===== src/rtl/sr_deser_rx_pkg.sv =====
// Shared definitions for the framed serial receiver: state encoding and
// direction codes.
package sr_deser_rx_pkg;
  localparam logic [1:0] ST_IDLE = 2'd0;
  localparam logic [1:0] ST_DATA = 2'd1;
  localparam logic [1:0] ST_STOP = 2'd2;

  localparam logic DIR_LSB = 1'b0;
  localparam logic DIR_MSB = 1'b1;

  typedef enum logic [1:0] {
    S_IDLE = ST_IDLE,
    S_DATA = ST_DATA,
    S_STOP = ST_STOP
  } state_t;
endpackage


===== src/rtl/sr_deser_rx_if.sv =====
// Line-side inputs and parallel-side outputs of the receiver.
// The master drives the serial line; the slave is the receiver.
interface sr_deser_rx_if #(parameter int WIDTH = 4);
  logic             in_en;
  logic             in_sd;
  logic             in_dir;
  logic [WIDTH-1:0] o_data;
  logic             o_valid;
  logic             o_ferr;
  logic             o_busy;

  modport master (output in_en, in_sd, in_dir,
                  input  o_data, o_valid, o_ferr, o_busy);
  modport slave  (input  in_en, in_sd, in_dir,
                  output o_data, o_valid, o_ferr, o_busy);
endinterface


===== src/rtl/sr_deser_rx_sipo.sv =====
// Direction-selectable serial-in parallel-out shift register.
// LSB-first shifts toward bit 0, so the first bit received ends up in q[0].
module sipo_shreg
  import sr_deser_rx_pkg::*;
#(
  parameter int WIDTH = 4
) (
  input  logic             in_clk,
  input  logic             in_rst,
  input  logic             en,
  input  logic             dir,
  input  logic             sd,
  output logic [WIDTH-1:0] q
);
  always_ff @(posedge in_clk) begin
    if (in_rst)
      q <= '0;
    else if (en) begin
      if (dir == DIR_MSB)
        q <= {q[WIDTH-2:0], sd};
      else
        q <= {sd, q[WIDTH-1:1]};
    end
  end
endmodule


===== src/rtl/sr_deser_rx.sv =====
// Framed serial receiver: start bit, WIDTH data bits, stop bit; emits a
// one-cycle valid or framing-error pulse after the stop bit is sampled.
module sr_deser_rx
  import sr_deser_rx_pkg::*;
#(
  parameter int WIDTH = 4
) (
  input logic           in_clk,
  input logic           in_rst,
  sr_deser_rx_if.slave  bus
);
  localparam int CW = $clog2(WIDTH);

  state_t          state;
  logic [CW-1:0]   cnt;
  logic            dir_q;
  logic [WIDTH-1:0] shreg;
  logic            shift_en;

  assign shift_en = bus.in_en && (state == S_DATA);

  sipo_shreg #(.WIDTH(WIDTH)) u_shreg (
    .in_clk (in_clk),
    .in_rst (in_rst),
    .en     (shift_en),
    .dir    (dir_q),
    .sd     (bus.in_sd),
    .q      (shreg)
  );

  always_ff @(posedge in_clk) begin
    if (in_rst) begin
      state       <= S_IDLE;
      cnt         <= '0;
      dir_q       <= DIR_LSB;
      bus.o_data  <= '0;
      bus.o_valid <= 1'b0;
      bus.o_ferr  <= 1'b0;
      bus.o_busy  <= 1'b0;
    end else begin
      bus.o_valid <= 1'b0;
      bus.o_ferr  <= 1'b0;
      if (bus.in_en) begin
        case (state)
          S_IDLE: if (!bus.in_sd) begin
            state      <= S_DATA;
            cnt        <= '0;
            dir_q      <= bus.in_dir;
            bus.o_busy <= 1'b1;
          end
          S_DATA: begin
            // hold the counter at the last bit so it never wraps
            if (cnt == CW'(WIDTH-1))
              state <= S_STOP;
            else
              cnt <= cnt + 1'b1;
          end
          S_STOP: begin
            if (bus.in_sd) begin
              bus.o_data  <= shreg;
              bus.o_valid <= 1'b1;
            end else begin
              bus.o_ferr  <= 1'b1;
            end
            state      <= S_IDLE;
            bus.o_busy <= 1'b0;
          end
          default: begin
            state      <= S_IDLE;
            bus.o_busy <= 1'b0;
          end
        endcase
      end
    end
  end
endmodule


===== src/flat_wrapper.sv =====
// flat-port wrapper written by rule: the top's interface ports become plain ports
module sr_deser_rx_flat import sr_deser_rx_pkg::*;
#(
  parameter int WIDTH = 4
)
  (in_clk, in_rst, bus_in_en, bus_in_sd, bus_in_dir, bus_o_data, bus_o_valid, bus_o_ferr, bus_o_busy);
  sr_deser_rx_if #(.WIDTH(WIDTH)) bus_i ();
  input logic in_clk;
  input logic in_rst;
  input wire logic [$bits(bus_i.in_en)-1:0] bus_in_en;
  input wire logic [$bits(bus_i.in_sd)-1:0] bus_in_sd;
  input wire logic [$bits(bus_i.in_dir)-1:0] bus_in_dir;
  output wire logic [$bits(bus_i.o_data)-1:0] bus_o_data;
  output wire logic [$bits(bus_i.o_valid)-1:0] bus_o_valid;
  output wire logic [$bits(bus_i.o_ferr)-1:0] bus_o_ferr;
  output wire logic [$bits(bus_i.o_busy)-1:0] bus_o_busy;
  assign bus_i.in_en = bus_in_en;
  assign bus_i.in_sd = bus_in_sd;
  assign bus_i.in_dir = bus_in_dir;
  assign bus_o_data = bus_i.o_data;
  assign bus_o_valid = bus_i.o_valid;
  assign bus_o_ferr = bus_i.o_ferr;
  assign bus_o_busy = bus_i.o_busy;
  sr_deser_rx #(.WIDTH(WIDTH)) u_core (.in_clk(in_clk), .in_rst(in_rst), .bus(bus_i));
endmodule

===== config.mk =====
export PLATFORM = sky130hd
export DESIGN_NAME = sr_deser_rx_flat
export DESIGN_NICKNAME = d
export VERILOG_FILES = /design/src/rtl/sr_deser_rx_pkg.sv /design/src/rtl/sr_deser_rx_if.sv /design/src/rtl/sr_deser_rx_sipo.sv /design/src/rtl/sr_deser_rx.sv /design/src/flat_wrapper.sv
export SDC_FILE = /design/constraint.sdc
export NUM_CORES = 1
export LEC_CHECK = 0
export CAP_MARGIN = 10
export CORE_ASPECT_RATIO = 0.75
export CORE_MARGIN = 2
export CORE_UTILIZATION = 38
export CTS_CLUSTER_SIZE = 30
export DETAILED_ROUTE_END_ITERATION = 12
export PLACE_DENSITY = 0.68
export REMOVE_ABC_BUFFERS = 1
export SKIP_LAST_GASP = 1
export SLEW_MARGIN = 40
export SYNTH_ARGS = -nofsm -noshare
export SYNTH_HDL_FRONTEND = slang
export SYNTH_SLANG_ARGS = --single-unit

===== constraint.sdc =====
create_clock -name in_clk -period 1.4 [get_ports in_clk]
set_input_delay 0.42 -clock in_clk [delete_from_list [all_inputs] [get_ports in_clk]]
set_output_delay 0.42 -clock in_clk [all_outputs]
set_load 0.02 [all_outputs]

==> results of run 1 <==
==> kinds of logic after synthesis <==
kind of cell / count (synthesis)
fa+ha+maj: 1
mux: 11
simple gates: 25
compound gates: 8
flops: 16
buf+inv: 8
==> cells in the mapped netlist (2+ instances only) <==
| cell type | n | area [sq um] |
|---|---|---|
| nor2_1 | 8 | 30.03 |
| nand4b_1 | 2 | 17.52 |
| nor2_2 | 4 | 25.02 |
| buf_6 | 2 | 22.52 |
| mux2i_1 | 10 | 100.1 |
| nand2_1 | 2 | 7.510 |
| dfxtp_1 | 16 | 320.3 |
| inv_1 | 2 | 7.510 |
| a211oi_2 | 4 | 50.05 |
| clkbuf_1 | 2 | 7.510 |
==> metal layers <==
metal / vias up / GRT usage, %
met3: 0 / 7.500
met1: 234 / 20.35
li1: 274 / -
met4: 0 / 3.000
met5: - / 0
met2: 12 / 17.14
==> report_power, final <==
| part | internal [W] | leakage, nW | switching [W] |
|---|---|---|---|
| Sequential | 0.000474 | 0.130 | 0.0000275 |
| Combinational | 0.0000720 | 0.260 | 0.0000580 |
| Clock | 0.0000999 | 0.0138 | 0.000136 |
| Total | 0.000646 | 0.404 | 0.000221 |
==> state kept, by name, summed over array words and instances, names as in the netlist <==
register and count:
u_core.bus.o_busy 1, u_core.bus.o_data 4, u_core.bus.o_ferr 1, u_core.bus.o_valid 1, u_core.cnt 2, u_core.dir_q 1, u_core.state 2, u_core.u_shreg.q 4
==> final timing paths <==
check | startpoint | end
hold / removal | u_core.cnt[1] | u_core.cnt[1]
setup reg to reg | u_core.state[0] | u_core.u_shreg.q[3]
hold reg to reg | u_core.cnt[1] | u_core.cnt[1]
setup / recovery | u_core.bus.o_data[2] | bus_o_data[2]
==> cell type report <==
class,instances,area [sq um],share of cell area [%]
inverter,2,7.507,0.8108
clock buffer,3,22.52,2.432
tap,22,27.53,2.973
multi-input combinational,45,374.1,40.41
timing repair buffer,18,173.9,18.78
sequential,16,320.3,34.59
==> metrics by stage <==
| step | std cells | area (sq um) | setup TNS (ns) | utilization, % |
|---|---|---|---|---|
| 2_1_floorplan | 63 | 693.2 | 0 | - |
| 3_3_place_gp | 103 | 895.9 | -4.036 | 50.53 |
| 3_5_place_dp | 103 | 895.9 | -4.903 | 50.53 |
| 4_1_cts | 106 | 917.1 | -0.1201 | 51.73 |
| 5_1_grt | 106 | 925.9 | 0 | 52.22 |
| 6_report | 106 | 925.9 | 0 | 52.22 |
==> impl_metrics.csv, run 1 <==
group,metric,value,unit
status,status,"finished, final reports clean",
global_routing,track_usage,13.76,%
setup_path,worst-path-stages,1,
power_and_ir_drop,power,0.0008674,W
power_and_ir_drop,irDropWorstVdd,0.5536,mV
cts,root_buffer,"clkbuf_4",
die,fp.dieW,54.81,um
cts,clockBufferDepth,2,
global_routing,grt_pass1_wl,2.187,mm
placement,dp_hpwl,966.9,um
yosys,muxShareOfSynthArea,15.14,%
detailed_routing,first_pass_iters,1,
yosys,synth_edf_count,0,
die,core,1773,sq um
timing,holdWs,0.4733,ns
setup_path,crit_chain,"dlygate4sd2_1",
cts,tritoncts,"built",
yosys,synth_cell_types,27,
power_and_ir_drop,p_leak,0.4040,nW
yosys,synth_compound_area_share,10.88,%
timing,fmax,734.5,MHz
setup_path,path_max_fanout,2,
detailed_routing,routedLengthMet1,683,um
yosys,synth_area_per_cell,10.66,sq um
layout,fill_cells,165,
detailed_routing,wl_met2,575,um
timing,relSlewSlack,75.93,%
die,start_util,41.50,%
setup_path,startpoint_type,"flip-flop",
timing,finalMaxSlewViolations,0,
timing,period_needed,1.362,ns
layout,diodes,0,
die,die_area,2308,sq um
worst_hold_path,hold_path_class,"flip-flop to flip-flop",
detailed_routing,wl_per_cell,12.74,um
setup_path,slowest_stage,"dfxtp_1",
setup_path,end_kind,"primary output",
yosys,yosys_warnings,0,
yosys,yosys.area_share.simple,21.94,%
setup_path,crit_buf_inv,1,
die,die_h,42.11,um
setup_path,crit_arrival,0.94,ns
setup_path,required,0.98,ns
timing,fin_crit_sh,97.25,%
cts,clock_sinks,16,
detailed_routing,routed-wl-met3,91,um
cts,numCtsBuffers,3,
cts,holdBufCountCts,0,
setup_path,crit_type,"flip-flop to primary output",
timing,hold_violations,0,
yosys,ys.flop_type,"dfxtp_1",
global_routing,antenna_found_initial,0,
yosys,syn_area,735.7,sq um
layout,final_common_cell,"dfxtp_1",
yosys,seq_area_frac_synth,43.54,%
placement,dpl_worst_slack,-0.4051,ns
setup_path,reg2regPathDepth,4,
detailed_routing,top_layer,"met3",
global_routing,overflow,0,
cts,clkSlewWorstSetupHoldPaths,0.08,ns
timing,clock_skew,0.002125,ns
yosys,synth_xor_area_share,0,%
global_routing,grt_pass1_vias,477,
setup_path,cp_top_family,"flip-flops",
layout,final_cell_mix,"dfxtp_1 (16), mux2i_1 (10), nor2_1 (8), buf_4 (6), clkdlybuf4s15_1 (5)",
detailed_routing,drt_wl_total,1.350,mm
timing,worst_slew_pin_slew,0.3605,ns
cts,post_cts_buffers,0,
detailed_routing,ant_nets,0,
worst_hold_path,hold_depth,2,
detailed_routing,routed-via-count,520,
layout,drive_above_1_share,26.19,%
cts,cts_max_level,1,
placement,gp_congestion,0.7393,
yosys,async_flop_share,0,%
timing,setup_viol,0,
detailed_routing,drc_errors,0,
yosys,ys_seq_elements,16,
yosys,synth_top_family_by_area,"simple AND/OR/NAND/NOR gates",
timing,worst_slack,0.03847,ns
cts,cts-resized-gates,9,
timing,rsz0062_at_grt,"no",
setup_path,r2r_setup_slack,0.13,ns
power_and_ir_drop,powerDensity,936.9,nW/um^2
cts,clk_latency,0.28,ns
yosys,synthCells,69,
global_routing,grt_max_degree,12,
job,drv_cap,0,
layout,fin_nets,92,
detailed_routing,viasPerCell,4.906,
yosys,synth_fa_ha_area_share,1.701,%
setup_path,max_stage_delay,0.33,ns
placement,portBuffers,11,
die,fp-row-count,13,
detailed_routing,dr.first_iter.drc_count,0,
die,num_io_pins,12,
layout,area_delta_synth_final,25.85,%
Note: power is estimated with default switching activity, not from simulation.
==> run 2: changes to the inputs <==
Settings changed: CORE_UTILIZATION 38 to 25, GPL_TIMING_DRIVEN set to 0, PLACE_DENSITY 0.68 to 0.51.
==> run 2 against run 1 <==
Routed wire length fell by 0.59%. Clock skew barely moved. Sequential share of layout area rose by 1.2 points. Die area rose by 47%. Worst setup slack improved by 0.028 ns. Largest power group unchanged. Sequential power barely moved. Global-route usage fell by 4.8 points.
==> impl_metrics.csv, run 2 (synthesis results as in run 1) <==
group,metric,value,unit
status,status,"finished, final reports clean",
placement,placed_cells,112,
timing,relSlewSlack,75.62,%
placement,dp_hpwl,942.5,um
timing,worst_slack,0.06629,ns
power_and_ir_drop,power_frac_comb,11.1,%
die,num_io_pins,12,
layout,diodes,0,
detailed_routing,drt_wl_total,1.342,mm
cts,clk_latency,0.24,ns
power_and_ir_drop,switching_share,23.79,%
layout,final_cell_mix,"dfxtp_1 (16), mux2i_1 (10), dlygate4sd2_1 (9), nor2_1 (8)",
cts,numCtsBuffers,3,
die,fp.dieW,66.64,um
setup_path,slowest_stage,"dfxtp_1",
setup_path,path_max_fanout,2,
global_routing,overflow,0,
power_and_ir_drop,seq_power_share,53.4,%
power_and_ir_drop,p_int,0.0007157,W
timing,hold_violations,0,
detailed_routing,routed-via-count,522,
cts,holdBufCountCts,0,
power_and_ir_drop,p_switching,0.0002234,W
setup_path,crit_type,"flip-flop to primary output",
detailed_routing,wl_per_cell,11.57,um
die,die_area,3397,sq um
layout,fin_nets,86,
setup_path,end_kind,"primary output",
layout,final_common_cell,"dfxtp_1",
setup_path,startpoint_type,"flip-flop",
layout,fin_util,31.15,%
die,core,2872,sq um
timing,setup-tns-final,0,ns
timing,finalMaxSlewViolations,0,
die,die_h,50.98,um
timing,fmax,749.8,MHz
placement,portBuffers,11,
setup_path,crit_arrival,0.91,ns
setup_path,required,0.98,ns
die,start_util,25.62,%
cts,clock_sinks,16,
cts,cts_max_level,1,
layout,reg.largest.list,"u_core.bus.o_data (4), u_core.u_shreg.q (4)",
detailed_routing,viasPerCell,4.500,
setup_path,crit_buf_inv,1,
timing,clock_skew,0.002287,ns
cts,tritoncts,"built",
die,fp-row-count,17,
placement,gp_congestion,0.7098,
layout,final_cells,116,
timing,fin_crit_sh,95.27,%
global_routing,grt_pass1_vias,469,
setup_path,crit_chain,"dlygate4sd2_1",
placement,dpl_worst_slack,-0.5598,ns
power_and_ir_drop,irDropWorstVdd,0.4024,mV
timing,rsz0062_at_grt,"no",
layout,area_delta_synth_final,21.60,%
timing,setup_viol,0,
setup_path,cp_top_family,"flip-flops",
global_routing,grt_pass1_wl,2.235,mm
layout,design_area,894.6,sq um
cts,clkSlewWorstSetupHoldPaths,0.06,ns
setup_path,max_stage_delay,0.34,ns
detailed_routing,first_pass_iters,4,
power_and_ir_drop,powerDensity,1050,nW/um^2
detailed_routing,dr.first_iter.drc_count,41,
job,drv_cap,0,
detailed_routing,drc_errors,0,
power_and_ir_drop,p_leak,0.3955,nW
cts,post_cts_buffers,0,
timing,worst_slew_pin_slew,0.3652,ns
global_routing,track_usage,8.985,%
detailed_routing,ant_nets,0,
layout,fill_cells,320,
cts,clockBufferDepth,2,
layout,drive_above_1_share,21.79,%
global_routing,grt_max_degree,16,
cts,root_buffer,"clkbuf_8",
global_routing,antenna_found_initial,0,
worst_hold_path,hold_path_class,"flip-flop to flip-flop",
power_and_ir_drop,power_frac_clock,35.4,%
placement,dpl_cell_area,850.8,sq um
timing,period_needed,1.334,ns
[run 2: cell count changes in the layout (fill, tap and decap cells not counted)]
cell | before | now
dlymetal6s2s_1 | 1 | 0
buf_4 | 6 | 0
clkbuf_2 | 0 | 1
buf_12 | 1 | 0
clkbuf_4 | 3 | 0
clkdlybuf4s50_1 | 2 | 1
nand4b_4 | 0 | 1
clkbuf_8 | 0 | 3
nand4b_2 | 1 | 0
nor4b_4 | 1 | 0
and3b_2 | 0 | 1
nor4b_2 | 0 | 1
clkdlybuf4s15_1 | 5 | 0
dlygate4sd2_1 | 3 | 9
[run 2: area by class of cell]
class | count | area, sq um | area share (%)
multi-input combinational | 46 | 384.1 | 42.94
sequential | 16 | 320.3 | 35.80
timing repair buffer | 11 | 93.84 | 10.49
tap | 38 | 47.55 | 5.315
clock buffer | 3 | 41.29 | 4.615
inverter | 2 | 7.507 | 0.8392
[run 2: metal layers]
metal	routed length, um	track usage, %
met5	0	0
met4	17	2.041
met3	46	4.846
met2	565	12.33
met1	713	12.23
[run 2: timing repair]
item | 4_1_cts | 5_1_grt
setup endpoints to repair | 20 | 3
gates resized for setup | 12 | 2
cloned | 1 | 0
[run 2: power by group through the flow]
stage,Clock (W),Sequential (W),Combinational [W]
global route,0.000369,0.000506,0.000115
finish,0.000333,0.000502,0.000105
detailed placement,0,0.000511,0.000106
floorplan,0,0.000508,0.0000664
global placement,0,0.000511,0.000103
CTS,0.000343,0.000502,0.000107
[run 2: final timing paths]
kind                              from             to  slack [ns]  cells past startpoint
setup / recovery  u_core.bus.o_data[3]  bus_o_data[3]        0.07                      1
hold / removal           u_core.cnt[1]  u_core.cnt[1]        0.47                      2
setup reg to reg       u_core.state[0]  u_core.cnt[0]        0.16                      3
hold reg to reg          u_core.cnt[1]  u_core.cnt[1]        0.47                      2
[run 2: stage by stage]
stage | power (W) | hold slack, ns
finish | 0.0009392 | 0.4739
global route | 0.0009902 | 0.5060
CTS | 0.0009516 | 0.4787
detailed placement | 0.0006174 | 0.4704
global placement | 0.0006145 | 0.4516
floorplan | 0.0005739 | 0.4418
